===== src/rtl/clock_display_scan.sv =====
// MM.SS clock display driver: sequential double-dabble BCD conversion plus a 4-digit 7-segment scanner.
// Define LEAD_ZERO_BLANK_EN to blank the minutes-tens digit when it is zero.
module clock_display_scan #(
    parameter int SCAN_DIV       = 50000,
    parameter bit SEG_ACTIVE_LOW = 1'b1
) (
    input  logic       clk,
    input  logic       reset,
    input  logic [5:0] seconds_in,
    input  logic [5:0] minutes_in,
    output logic [3:0] digit_en,
    output logic [6:0] seg_out,
    output logic       dp_out,
    output logic       conv_busy
);

    localparam int PW = (SCAN_DIV > 2) ? $clog2(SCAN_DIV) : 1;
    localparam logic [PW-1:0] PRE_LAST = PW'(SCAN_DIV - 1);

    typedef enum logic [1:0] {
        IDLE  = 2'd0,
        SHIFT = 2'd1,
        DONE  = 2'd2
    } state_t;

    state_t        state;
    state_t        state_next;
    logic [5:0]    last_sec;
    logic [5:0]    last_min;
    logic [13:0]   sr_sec;
    logic [13:0]   sr_min;
    logic [2:0]    shift_cnt;
    logic [3:0]    sec_units;
    logic [3:0]    sec_tens;
    logic [3:0]    min_units;
    logic [3:0]    min_tens;
    logic          start;
    logic [PW-1:0] pre;
    logic [1:0]    idx;
    logic [1:0]    idx_next;
    logic [3:0]    cur_digit;
    logic [6:0]    seg_on;

    // One double-dabble step: BCD nibbles sit above the 6 binary bits.
    function automatic logic [13:0] dd_step(input logic [13:0] sr);
        logic [13:0] a;
        a = sr;
        if (a[13:10] >= 4'd5) a[13:10] = a[13:10] + 4'd3;
        if (a[9:6] >= 4'd5)   a[9:6]   = a[9:6] + 4'd3;
        return {a[12:0], 1'b0};
    endfunction

    function automatic logic [6:0] seg_encode(input logic [3:0] d);
        logic [6:0] s;
        case (d)
            4'd0:    s = 7'h3F;
            4'd1:    s = 7'h06;
            4'd2:    s = 7'h5B;
            4'd3:    s = 7'h4F;
            4'd4:    s = 7'h66;
            4'd5:    s = 7'h6D;
            4'd6:    s = 7'h7D;
            4'd7:    s = 7'h07;
            4'd8:    s = 7'h7F;
            4'd9:    s = 7'h6F;
            default: s = 7'h00;
        endcase
        return s;
    endfunction

    assign start = (state == IDLE) && ({minutes_in, seconds_in} != {last_min, last_sec});

    always_ff @(posedge clk or negedge reset) begin
        if (!reset) state <= IDLE;
        else        state <= state_next;
    end

    always_comb begin
        state_next = state;
        case (state)
            IDLE:    if (start) state_next = SHIFT;
            SHIFT:   if (shift_cnt == 3'd5) state_next = DONE;
            DONE:    state_next = IDLE;
            default: state_next = IDLE;
        endcase
    end

    always_comb begin
        conv_busy = (state == SHIFT) || (state == DONE);
    end

    // Converter datapath; digit registers change only in DONE, so a reset never leaves a partial write.
    always_ff @(posedge clk or negedge reset) begin
        if (!reset) begin
            last_sec  <= '0;
            last_min  <= '0;
            sr_sec    <= '0;
            sr_min    <= '0;
            shift_cnt <= '0;
            sec_units <= '0;
            sec_tens  <= '0;
            min_units <= '0;
            min_tens  <= '0;
        end else begin
            case (state)
                IDLE: begin
                    if (start) begin
                        last_sec  <= seconds_in;
                        last_min  <= minutes_in;
                        sr_sec    <= {8'd0, seconds_in};
                        sr_min    <= {8'd0, minutes_in};
                        shift_cnt <= '0;
                    end
                end
                SHIFT: begin
                    sr_sec    <= dd_step(sr_sec);
                    sr_min    <= dd_step(sr_min);
                    shift_cnt <= shift_cnt + 3'd1;
                end
                DONE: begin
                    sec_units <= sr_sec[9:6];
                    sec_tens  <= sr_sec[13:10];
                    min_units <= sr_min[9:6];
                    min_tens  <= sr_min[13:10];
                end
                default: ;
            endcase
        end
    end

    assign idx_next = (pre == PRE_LAST) ? idx + 2'd1 : idx;

    always_comb begin
        case (idx_next)
            2'd0:    cur_digit = sec_units;
            2'd1:    cur_digit = sec_tens;
            2'd2:    cur_digit = min_units;
            default: cur_digit = min_tens;
        endcase
        seg_on = seg_encode(cur_digit);
`ifdef LEAD_ZERO_BLANK_EN
        if (idx_next == 2'd3 && min_tens == 4'd0) seg_on = 7'h00;
`endif
    end

    // Segments and dp are registered from the upcoming index so they switch together with digit_en.
    always_ff @(posedge clk or negedge reset) begin
        if (!reset) begin
            pre      <= '0;
            idx      <= '0;
            digit_en <= 4'b0001;
            seg_out  <= SEG_ACTIVE_LOW ? 7'h40 : 7'h3F;
            dp_out   <= SEG_ACTIVE_LOW;
        end else begin
            pre      <= (pre == PRE_LAST) ? '0 : pre + 1'b1;
            idx      <= idx_next;
            digit_en <= 4'b0001 << idx_next;
            seg_out  <= SEG_ACTIVE_LOW ? ~seg_on : seg_on;
            dp_out   <= (idx_next == 2'd2) ^ SEG_ACTIVE_LOW;
        end
    end

endmodule


===== config.mk =====
export PLATFORM = sky130hd
export DESIGN_NAME = clock_display_scan
export DESIGN_NICKNAME = d
export VERILOG_FILES = /design/src/rtl/clock_display_scan.sv
export SDC_FILE = /design/constraint.sdc
export NUM_CORES = 1
export LEC_CHECK = 0
export BUFFER_PORTS_ARGS = -buffer_cell sky130_fd_sc_hd__buf_2
export CAP_MARGIN = 10
export CORE_MARGIN = 2
export CORE_UTILIZATION = 60
export CTS_CLUSTER_SIZE = 24
export DETAILED_ROUTE_END_ITERATION = 8
export HOLD_SLACK_MARGIN = 0.05
export PLACE_DENSITY = 0.79
export SYNTH_ARGS = -nofsm -noshare
export SYNTH_HDL_FRONTEND = slang
export SYNTH_SLANG_ARGS = --single-unit
export TNS_END_PERCENT = 1

===== constraint.sdc =====
create_clock -name clk -period 5.8 [get_ports clk]
set_input_delay 1.16 -clock clk [delete_from_list [all_inputs] [get_ports clk]]
set_output_delay 1.16 -clock clk [all_outputs]
set_load 0.02 [all_outputs]

==> results of run 1 <==
-- path summary, 6_finish.rpt --
kind,start,to,cells past startpoint,slack (ns)
max in group asynchronous,reset,min_tens[3],2,4.45
setup / recovery,minutes_in[2],sr_sec[9],8,2.71
setup reg to reg,pre[0],seg_out[5],8,2.76
hold reg to reg,pre[0],pre[0],1,0.48
min in group asynchronous,reset,pre[8],1,0.72
hold / removal,pre[0],pre[0],1,0.48
-- cells by family after synthesis --
kind of cell / after synthesis
and+or+nand+nor: 125
DFF: 91
AOI/OAI and AO/OA: 62
muxes: 55
buffers and inverters: 38
xor gates and xnor gates: 34
adders and majority gates: 19
-- through the flow --
stage	total power, W	hold slack, ns
3_5_place_dp	0.00174	0.457
4_1_cts	0.00214	0.470
3_3_place_gp	0.00169	0.443
6_report	0.00213	0.475
2_1_floorplan	0.00155	0.425
5_1_grt	0.00229	0.494
-- power groups by stage --
| stage | registers, W | clock network [W] | logic [W] |
|---|---|---|---|
| 3_5_place_dp | 0.000938 | 0 | 0.000799 |
| 5_1_grt | 0.000948 | 0.000439 | 0.000899 |
| 6_report | 0.000927 | 0.000402 | 0.000797 |
| 4_1_cts | 0.000927 | 0.000412 | 0.000801 |
| 2_1_floorplan | 0.000929 | 0 | 0.000617 |
| 3_3_place_gp | 0.000932 | 0 | 0.000760 |
-- state kept, by name (all words and copies together), names as in the netlist, 2 cells and up --
name,cells
digit_en,4
sec_tens,4
idx,2
sec_units,4
sr_min,14
last_min,6
seg_out,7
shift_cnt,3
last_sec,6
state,2
sr_sec,14
pre,16
min_units,4
min_tens,4
-- area by class of cell --
| cell class | instances | area, µm² | share of cell area |
|---|---|---|---|
| Timing Repair Buffer | 29 | 175 | 0.0351 |
| Inverter | 18 | 67.6 | 0.0135 |
| Sequential cell | 91 | 2280 | 0.457 |
| Tap cell | 99 | 124 | 0.0248 |
| Clock inverter | 6 | 48.8 | 0.00977 |
| Multi-Input combinational cell | 295 | 2160 | 0.433 |
| Clock buffer | 10 | 138 | 0.0275 |
-- placed cells by master, fill, tap and decap left out, drive strengths merged, types with 7 or more instances in the layout --
master  instances
nor2           21
xor2           24
nand2          67
ha             19
xnor2          10
buf            29
and3            7
mux2i          23
inv            19
dfrtp          88
clkbuf         10
o21ai          37
mux2           27
a21oi           8
nand2b          7
-- layer usage --
| layer | vias to the layer above | global-route usage | share of wire |
|---|---|---|---|
| li1 | 1476 | - | - |
| met4 | 0 | 0.0846 | 0.017 |
| met2 | 38 | 0.349 | 0.50 |
| met3 | 14 | 0.0349 | 0.021 |
| met1 | 1473 | 0.275 | 0.46 |
| met5 | - | 0 | 0 |
==> results list, run 1 <==
- Global-route total usage across every layer: 0.210
- Die outline area: ~8400 µm²
- Max-cap violations in this run came to 0.
- Post-layout util: 0.682
* Fin worst setup slack: around 2.7 ns
* Buffers inserted during post-CTS setup optimization: 0
- Total power density per cell area: 426 nW/µm²
- The critical path is of the in -> reg type.
* Clk_skew: 0.0150 ns
- 0 antenna diodes ended up in the layout.
- For this run the aggregate overflow at the end of global routing stands at 0.
- Y dimension of the die: about 92 µm
- Cell area after synthesis: approximately 4600 µm²
- The number of max-slew violations in the final report was 0.
- Clock tree from TritonCTS: done
- Unrepaired setup endpoints after global routing: no
- Data on the critical path is required at its endpoint by 6.06 ns.
* Result of the run: finished, final reports clean
- The share of total power dissipated in sequential elements is 0.436.
- The routed design could run at a clock period as short as around 3.1 ns.
- Area after detailed placement: 4780 µm²
* Class of the tightest hold or removal check: reg -> reg
* Fraction of the mapped netlist area in compound gates: 0.0802
- Vias: about 3000
* Final Setup Violations: 0
- Post-synthesis xor/xnor area fraction: 0.0647
* Sort of element at the start of the critical path: primary input
- Data arrival, critical path: around 3.3 ns
- Entering global routing, the biggest net connects between 90 and 100 pins.
- In this run the tightest slew margin relative to its limit is 0.481.
- During synthesis, Yosys emitted a total of 0 warnings.
- After clock tree synthesis, the clock-pin slew on the worst setup and hold paths is around 0.09 ns.
* Achievable clock frequency: around 320 MHz
- Clock latency on the worst-skew pair, taken at its later pin, is ~0.36 ns.
- DR iter-0 viols: between 100 and 150
- Fillers: about 560
* Seq cells post-synth: 91
- Max stage delay on crit path: 0.41 ns
- At the pin with the least slew margin, the transition time is 0.778 ns.
* Sw power: 0.000797 W
- Summed over all cells, the static leakage comes to 2.41 nW.
- IR analysis of the VDD net gives a maximum drop of ~0.38 mV.
- Drt wl/cell: 14.5 µm
* Mapped Nets: between 400 and 500
* Buffers plus inverters on the worst setup path: 2
- Excluding fillers, the count of instances in the completed layout stands at between 500 and 600.
- Final net count: 477
- Final worst-path cycle share: 0.532
- Using the TritonRoute via totals, the vias-per-cell ratio works out to ~5.5.
* Share of Yosys cell area claimed by the top area cell type: 0.479
* Adder-cell area share of the yosys netlist: 0.0517
- Core area: 7330 µm²
- Post-synthesis async set-or-reset flop share: 1.00
* Most instantiated cells after synthesis: dfrtp_1 (88), nand2_1 (67), o21ai_0 (37), mux2_2 (24), xor2_1 (24)
- Clock power share: 0.189
- Combinational share of power: 0.375
* I/O Buffers: 26
- The area growth from synthesis to layout is 8.56%.
* Most numerous cell in the Yosys netlist: dfrtp_1
* Placed wire-length estimate after detailed placement: around 5.6 mm
- In this run the horizontal extent of the chip is ~92 µm.
- Setup slack at placement: approximately 2.3 ns
- Clock tree buffer depth: 2
- Largest family of logic cells by synthesized area: multiplexers
* Number of global-route vias before repair: around 3000
- Number of enable-type register cells in the synthesized netlist: 0
- Top delay family on crit path: simple AND/OR/NAND/NOR gates
- Counting every instance in the synthesized netlist gives between 400 and 500.
- After synthesis, the share of cell area in mux cells is 0.146.
- The most used flip-flop cell after synthesis is dfrtp_1.
- For this design, the slowest cell found on the critical path is and4_1.
* Post-cts repair resize count: 0
- CTS Hold Buffers Added: 0
- Residual antenna-violating net count after detailed routing: 0
* Placed Cells incl. Taps: approximately 530
- Sw Share: 0.375
- Setup crit end kind: flop
- Along the worst path, the maximum fanout reaches 33.
- Averaged over all synthesized cells, the footprint is approximately 11 µm².
* Ports placed on the boundary: 27
- Fraction of layout instances using a drive strength above 1: 0.189
* Final Hold Viols: 0
* First-pass GRT wire length: roughly 14 mm
* Antenna violations before repair: 0
* Design Area, Final: between 4000 and 5000 µm²
* Worst-path cell chain: buf_2, xor2_1, nor4_1, and4_1, o21bai_2, buf_4, o21ai_0, a22o_1
- CTS Root Cell: clkbuf_8
- The first detailed-routing pass took 4 iterations.
* Clock sink total: slightly above 90
- Sum of negative setup slack: 0 ns
- For this run, the register share of the synthesized area comes to 0.496.
- Cell type with the largest total area after synthesis: dfrtp_1
- Counting distinct cell types in the post-synthesis netlist gives 39.
- At the end of routability-driven placement, the weighted congestion stood at 0.790.
* Post-synthesis share of cell area spent on and, or, nand and nor gates: 0.127
* Number of levels the H-tree was split into: 3
* Effective utilization at floorplan: 0.628
- Number of design rule violations left after detail routing: 0
* Row Count: 31
- CTS Buf Count: 9
* Final wirelength: between 7 and 8 mm
- The internal power of the cells totals about 0.0013 W.
- Top cells by area, synth: dfrtp_1 (48%), mux2_2 (5.9%), nand2_1 (5.5%)
Note: power is estimated with default switching activity, not from simulation.
==> run 2: changes to the inputs <==
- CORE_UTILIZATION: 60 -> 55
- PLACE_DENSITY: 0.79 -> 0.76
- clock period: 5.8 -> 2.79 ns (I/O delays scaled with it)
==> run 2 against run 1 <==
Effect of this change: global-route usage fell by 2.0 points; highest routed layer unchanged; critical path depth did not move; first-iteration DRC count fell by 40%; via count rose by 1.5%; cell count rose by 2.9%; wire length fell by 1.2%; flip-flop and latch count did not move; clock skew barely moved; register-to-register slack got worse by 2.6 ns; hold slack got worse by 0.31 ns; clock-buffer cell count did not move.
==> results list, run 2 (synthesis results as in run 1) <==
* Result of the run: finished, final reports clean (unchanged)
- Clock tree buffer depth: 2 (unchanged)
- The global-route usage over all layers came to 0.190 (was 0.210).
* Maximum ir drop on the vdd rail: 0.615 mV (was 0.383 mV)
- The horizontal extent of the die is 95.5 µm (was 91.6 µm).
- Unrepaired setup endpoints after global routing: no (unchanged).
- The number of DRC markers in iteration 0 is 83 (was 138).
- Number of global-route vias before repair: 2950 (was 3038)
- Later-pin clock latency in the skew report: 0.36 ns (about the same)
- The kind of critical path is reg -> reg (was in -> reg).
- Final Hold Viols: 0 (unchanged)
- Placed wire-length estimate after detailed placement: 5.62 mm (was 5.58 mm)
- Commonest non-fill, non-tap cell in the layout: dfrtp_1 (unchanged)
- The transition time at the pin with the least slew margin was 0.729 ns (was 0.778 ns).
- The worst path arrival time is 2.91 ns (was 3.34 ns).
- The total die area is 9110 µm² (was 8390 µm²).
- Max reg flops: 16 (unchanged)
- The number of setup buffers added after CTS was 0 (unchanged).
* Weighted congestion at the end of routability-driven global placement: 0.826 (was 0.790)
* CTS clock-pin slew for the worst setup and hold paths: 0.09 ns (about the same)
* Number of levels the H-tree was split into: 3 (unchanged)
- The antenna cell count came to 0 (unchanged).
- Registers with the highest flip-flop counts: pre: 16 flops, sr_min: 14 flops, sr_sec: 14 flops (unchanged).
- Clock sink total: 91 (unchanged)
- The number of standard cells in the final layout excluding fillers came to 564 (was 548).
- CTS Root Cell: clkbuf_8 (unchanged)
- The endpoint type of the worst setup path was a flop (unchanged).
- Total Power Consumption: 0.00455 W (was 0.00213 W)
- Residual antenna-violating net count after detailed routing: 0 (unchanged)
- The number of search-and-repair iterations in the first detailed-routing pass is 4 (unchanged).
* Effective utilization at floorplan: 0.563 (was 0.628)
* Number of design rule violations left after detail routing: 0 (unchanged)
- The final routed wire length divided by cell count came to 13.9 µm (was 14.5 µm).
- The global-route wire length before repair came to 13.4 mm (was 14.1 mm).
- The nature of the critical path startpoint was a flop (was primary input).
- Subtracting the final worst setup slack from the clock period gives between 2 and 3 ns.
- Commonest non-fill, non-tap cells in the layout: dfrtp_1 (88), nand2_1 (67), o21ai_0 (37) (unchanged)
- Clock tree from TritonCTS: done (unchanged)
- Achievable clock frequency: between 300 and 400 MHz
- The vertical extent of the die was 95.5 µm (was 91.6 µm).
- The via count was 3045 (was 3001).
- The total wire length after detailed routing is 7.85 mm (was 7.94 mm).
* Antenna violations before repair: 0 (unchanged)
- Core area: 8180 µm² (was 7330 µm²)
* Ports placed on the boundary: 27 (unchanged)
- The fraction of final layout cells sized beyond drive strength 1 came to 0.207 (was 0.189).
- The number of placed instances with taps included is 548 (was 531).
- Final worst-path cycle share: 0.938
- The final sum of negative setup slack was 0 ns (unchanged).
- Critical path peak fanout: 9 (was 33)
- The area growth from synthesis to layout was 10.3% (was 8.56%).
- Detailed-route vias per instance: 5.40 (was 5.48)
* Headroom to the max-slew limit: 0.513 (was 0.481)
* Final net count: 487 (was 477)
- The clock skew after layout was 0.0148 ns (was 0.0150 ns).
- The number of max-slew violations in the final report came to 0 (unchanged).
* Class of the tightest hold or removal check: in -> async (was reg -> reg)
- Worst path required time: 3.08 ns (was 6.06 ns)
* Largest register by flop count: pre (unchanged)
- Number of violations of the max-capacitance limit: 0 (unchanged)
- Largest net degree at the start of global routing: 42 (was 92)
- The total power per unit cell area is 896 nW/µm² (was 426 nW/µm²).
- The total congestion overflow after global routing is 0 (unchanged).
- I/O Buffers: 26 (unchanged)
* Standby leakage power: 2.46 nW (was 2.41 nW)
- Fillers: 676 (was 556)
- The post-CTS resize count came to 0 (unchanged).
- The total CTS buffers was 9 (unchanged).
* CTS Hold Buffers Added: 0 (unchanged)
- Row Count: 33 (was 31)
* Final Setup Violations: 0 (unchanged)
run 2: path summary, 6_finish.rpt:
kind,start,end,slack [ns],cells past startpoint
max in group asynchronous,reset,dp_out,1.85,2
setup reg to reg,pre[0],seg_out[4],0.17,8
hold / removal,reset,pre[10],0.17,1
setup / recovery,pre[0],seg_out[4],0.17,8
min in group clk,seconds_in[3],last_sec[3],0.43,3
hold reg to reg,pre[0],pre[0],0.46,1
run 2: metrics by stage:
step	hold WS (ns)	setup WS [ns]	utilization	instance area, µm²
2_1_floorplan	0.262	0.286	-	4600
3_5_place_dp	0.444	0.184	0.596	4870
3_3_place_gp	0.436	0.251	0.596	4870
4_1_cts	0.168	0.161	0.621	5070
6_report	0.167	0.173	0.621	5070
5_1_grt	0.201	0.0169	0.621	5070
run 2: power breakdown:
group / switching (W) / internal, W
Sequential: 0.000250 / 0.00167
Clock: 0.000465 / 0.000438
Combinational: 0.000921 / 0.000802
Total: 0.00164 / 0.00291
run 2: worst max-delay path, stage by stage (launching register included):
cell       delay (ns)
dfrtp_1          0.37
ha_1             0.18
and3_1           0.26
and4_1           0.38
mux2i_1          0.12
mux4_2           0.60
ha_1             0.24
mux2_4           0.27
a2bb2oi_1        0.14
run 2: area by class of cell:
class	count	area [µm²]	share of cell area
flip-flops and latches	91	2280	0.450
repair buffers	39	230	0.0454
multi-input cells	295	2160	0.426
clock buffers	10	138	0.0271
inverters	18	67.6	0.0133
clock inverters	6	63.8	0.0126
well taps	105	131	0.0259
run 2: layer usage:
metal / routed length [µm] / global-route usage / vias up / part of all wire
li1: - / - / 1497 / -
met1: 3580 / 0.236 / 1493 / 0.46
met2: 3960 / 0.329 / 43 / 0.50
met3: 191 / 0.0332 / 12 / 0.024
met4: 121 / 0.0750 / 0 / 0.015
met5: 0 / 0 / - / 0
==> run 3: changes to the inputs <==
==> constraint.sdc (replaced) <==
create_clock -name clk -period 2.79 [get_ports clk]
set_input_delay 0.279 -clock clk [delete_from_list [all_inputs] [get_ports clk]]
set_output_delay 0.279 -clock clk [all_outputs]
set_load 0.02 [all_outputs]
==> run 3 against run 2 <==
Effect of this change: cell count fell by 0.18%; register-to-register slack lost 0.03 ns; wire length grew 5.2%; global-route usage increased by 1.8 points; combinational power hardly changed; flip-flop and latch count is the same; critical path type unchanged.
==> results list, run 3 (synthesis results as in run 1) <==
* Weighted congestion at the end of routability-driven global placement: 0.805 (was 0.826)
- Vias: 3045 (unchanged)
- The cell row count was 33 (unchanged).
- The sum of routed wire segments on met1 was 3.69 mm (was 3.58 mm).
- The I/O pin total was 27 (unchanged).
* X dimension of the die: 95.5 µm (unchanged)
- Buffers inserted during post-CTS setup optimization: 0 (unchanged)
* Achievable clock frequency: 378 MHz (was 382 MHz)
- The number of max-capacitance violations reported is 0 (unchanged).
- Fraction of layout instances using a drive strength above 1: 0.203 (was 0.207)
* I/O Buffers: 26 (unchanged)
* Worst Max-Slew Pin Slew: 0.867 ns (was 0.729 ns)
- Clock sink total: 91 (unchanged)
- Total power density per cell area: 911 nW/µm² (was 896 nW/µm²)
* Area taken by multi-input logic gates: 2170 µm² (was 2160 µm²)
- Commonest non-fill, non-tap cells in the layout: dfrtp_1 (88), nand2_1 (67), o21ai_0 (37) (unchanged)
- The relative contribution of the clock network to total power came to 0.217 (was 0.199).
- The met3 wirelength from detailed routing came to 227 µm (was 191 µm).
* Number of global-route vias before repair: 3086 (was 2950)
- The peak fanout along the critical path was 11 (was 9).
- The required time of the critical path was 3.07 ns (was 3.08 ns).
- The maximum buffer depth of the clock tree was 2 (unchanged).
* Tightest hold margin: 0.160 ns (was 0.167 ns)
* Area added between synthesis and finish: 10.9% (was 10.3%)
* Sum of negative setup slack: 0 ns (unchanged)
- The worst ir drop on vdd is 0.613 mV (was 0.615 mV).
* Proportion of power drawn by flip-flops and latches: 0.415 (was 0.423)
- The CTS tree is done (unchanged).
* Final worst-path cycle share: 0.949 (was 0.938)
- Result of the run: finished, final reports clean (unchanged).
- Final global-route overflow total: 0 (unchanged)
* Antenna violations before repair: 0 (unchanged)
- The flip-flop count of the largest register after layout is 16 (unchanged).
- Later-pin clock latency in the skew report: 0.36 ns (about the same)
- The maximum number of pins on one net before global-route repair is 58 (was 42).
* Largest register by flop count: pre (unchanged)
- Unrepaired setup endpoints after global routing: no (unchanged)
- Top routing layer used: met4 (unchanged)
- Final count of pins violating max slew: 0 (unchanged)
- Sort of element at the start of the critical path: flop (unchanged)
* Final net count: 486 (was 487)
- Sw power: 0.00166 W (was 0.00164 W)
- The relative max-transition margin came to 0.422 (was 0.513).
- CTS Buf Count: 9 (unchanged)
- The leading cell type in the layout, fill and taps excluded is dfrtp_1 (unchanged).
- Start-to-end type of the worst setup path: reg -> reg (unchanged)
- Standby leakage power: 2.47 nW (was 2.46 nW)
* Final Hold Viols: 0 (unchanged)
- The detailed-placement wirelength estimate came to 5.90 mm (was 5.62 mm).
- The number of DRC markers in iteration 0 was 98 (was 83).
- Drt wl/cell: 14.7 µm (was 13.9 µm)
- Final wirelength: 8.26 mm (was 7.85 mm)
* Final Setup Violations: 0 (unchanged)
* CTS Root Cell: clkbuf_8 (unchanged)
- The vertical extent of the die is 95.5 µm (unchanged).
- Global-route total usage across every layer: 0.208 (was 0.190)
* Class of the tightest hold or removal check: in -> reg (was in -> async)
- Routed wire length on met2: 4.21 mm (was 3.96 mm)
- Residual antenna-violating net count after detailed routing: 0 (unchanged)
- The filler cell count came to 673 (was 676).
* Time the final worst path needs with I/O delays and setup: 2.65 ns (was 2.62 ns)
- Total inserted antenna cells: 0 (unchanged)
- Die outline area: 9110 µm² (unchanged)
* Setup crit end kind: flop (unchanged)
* Effective utilization at floorplan: 0.563 (unchanged)
- Sw Share: 0.358 (was 0.360)
* Core area: 8180 µm² (unchanged)
- Combinational share of power: 0.368 (was 0.379)
- Registers with the highest flip-flop counts: pre: 16 flops, sr_min: 14 flops, sr_sec: 14 flops (unchanged).
* Sequential cell area: 2280 µm² (unchanged)
- The clock skew after layout is 0.0120 ns (was 0.0148 ns).
- Detailed-route vias per instance: 5.41 (was 5.40)
- The global-route wire length before repair came to 14.4 mm (was 13.4 mm).
- The worst path arrival time is 2.93 ns (was 2.91 ns).
- The number of DRC violations after detailed routing is 0 (unchanged).
- CTS clock-pin slew for the worst setup and hold paths: 0.10 ns (was 0.09 ns)
* Internal: 0.00299 W (was 0.00291 W)
- Number of levels the H-tree was split into: 3 (unchanged)
- The number of search-and-repair iterations in the first detailed-routing pass is 5 (was 4).
## run 3: cell types whose count changed in the layout (fill, tap and decap cells not counted), sizes merged
cell	change
inv	-1
buf	-2
clkinvlp	-2
clkbuf	+1
dlygate4sd3	+1
bufinv	+1
clkinv	+1
## run 3: timing repair
item	in CTS	in global routing
endpoints found under the setup margin	0	5
hold buffers	1	0
hold endpoints to repair	55	0
resized for setup	0	2
## run 3: power by group through the flow
stage | logic (W) | clock network, W | registers, W
floorplan | 0.00128 | 0 | 0.00193
global placement | 0.00165 | 0 | 0.00193
detailed placement | 0.00173 | 0 | 0.00196
CTS | 0.00174 | 0.00103 | 0.00193
global route | 0.00195 | 0.00109 | 0.00198
finish | 0.00171 | 0.00101 | 0.00193
## run 3: metrics by stage
stage	utilization	instances	setup slack [ns]	area [µm²]	power, W
after floorplan	-	424	0.286	4600	0.00321
after global placement	0.594	546	0.257	4860	0.00358
after detailed placement	0.594	546	0.124	4860	0.00369
after CTS	0.623	563	0.0957	5090	0.00470
after global routing	0.624	563	0.00374	5100	0.00502
final	0.624	563	0.141	5100	0.00465
## run 3: final cells by class
cell class	instances	area share
Clock buffer	11	0.0277
Multi-Input combinational cell	295	0.425
Clock inverter	5	0.0169
Inverter	18	0.0132
Sequential cell	91	0.447
Tap cell	105	0.0257
Timing Repair Buffer	38	0.0441
## run 3: critical path, stage by stage, from the launching register on
cell       delay, ns
dfrtp_1         0.38
ha_1            0.20
and3_1          0.27
nand4_1         0.12
buf_4           0.22
mux2i_1         0.13
mux4_2          0.57
ha_1            0.24
mux2_4          0.27
a2bb2oi_1       0.16
## run 3: path summary, 6_finish.rpt
kind | from | slack (ns) | endpoint | depth (start not counted)
setup / recovery | pre[0] | 0.14 | seg_out[4] | 9
hold / removal | seconds_in[3] | 0.16 | last_sec[3] | 3
setup reg to reg | pre[0] | 0.14 | seg_out[4] | 9
hold reg to reg | pre[0] | 0.47 | pre[0] | 1
max in group asynchronous | reset | 1.47 | dp_out | 3
min in group asynchronous | reset | 0.50 | pre[14] | 2
## run 3: metal layers
| layer | global-route usage | up-vias |
|---|---|---|
| li1 | - | 1494 |
| met3 | 0.0403 | 9 |
| met1 | 0.257 | 1493 |
| met2 | 0.359 | 49 |
| met4 | 0.0798 | 0 |
| met5 | 0 | - |
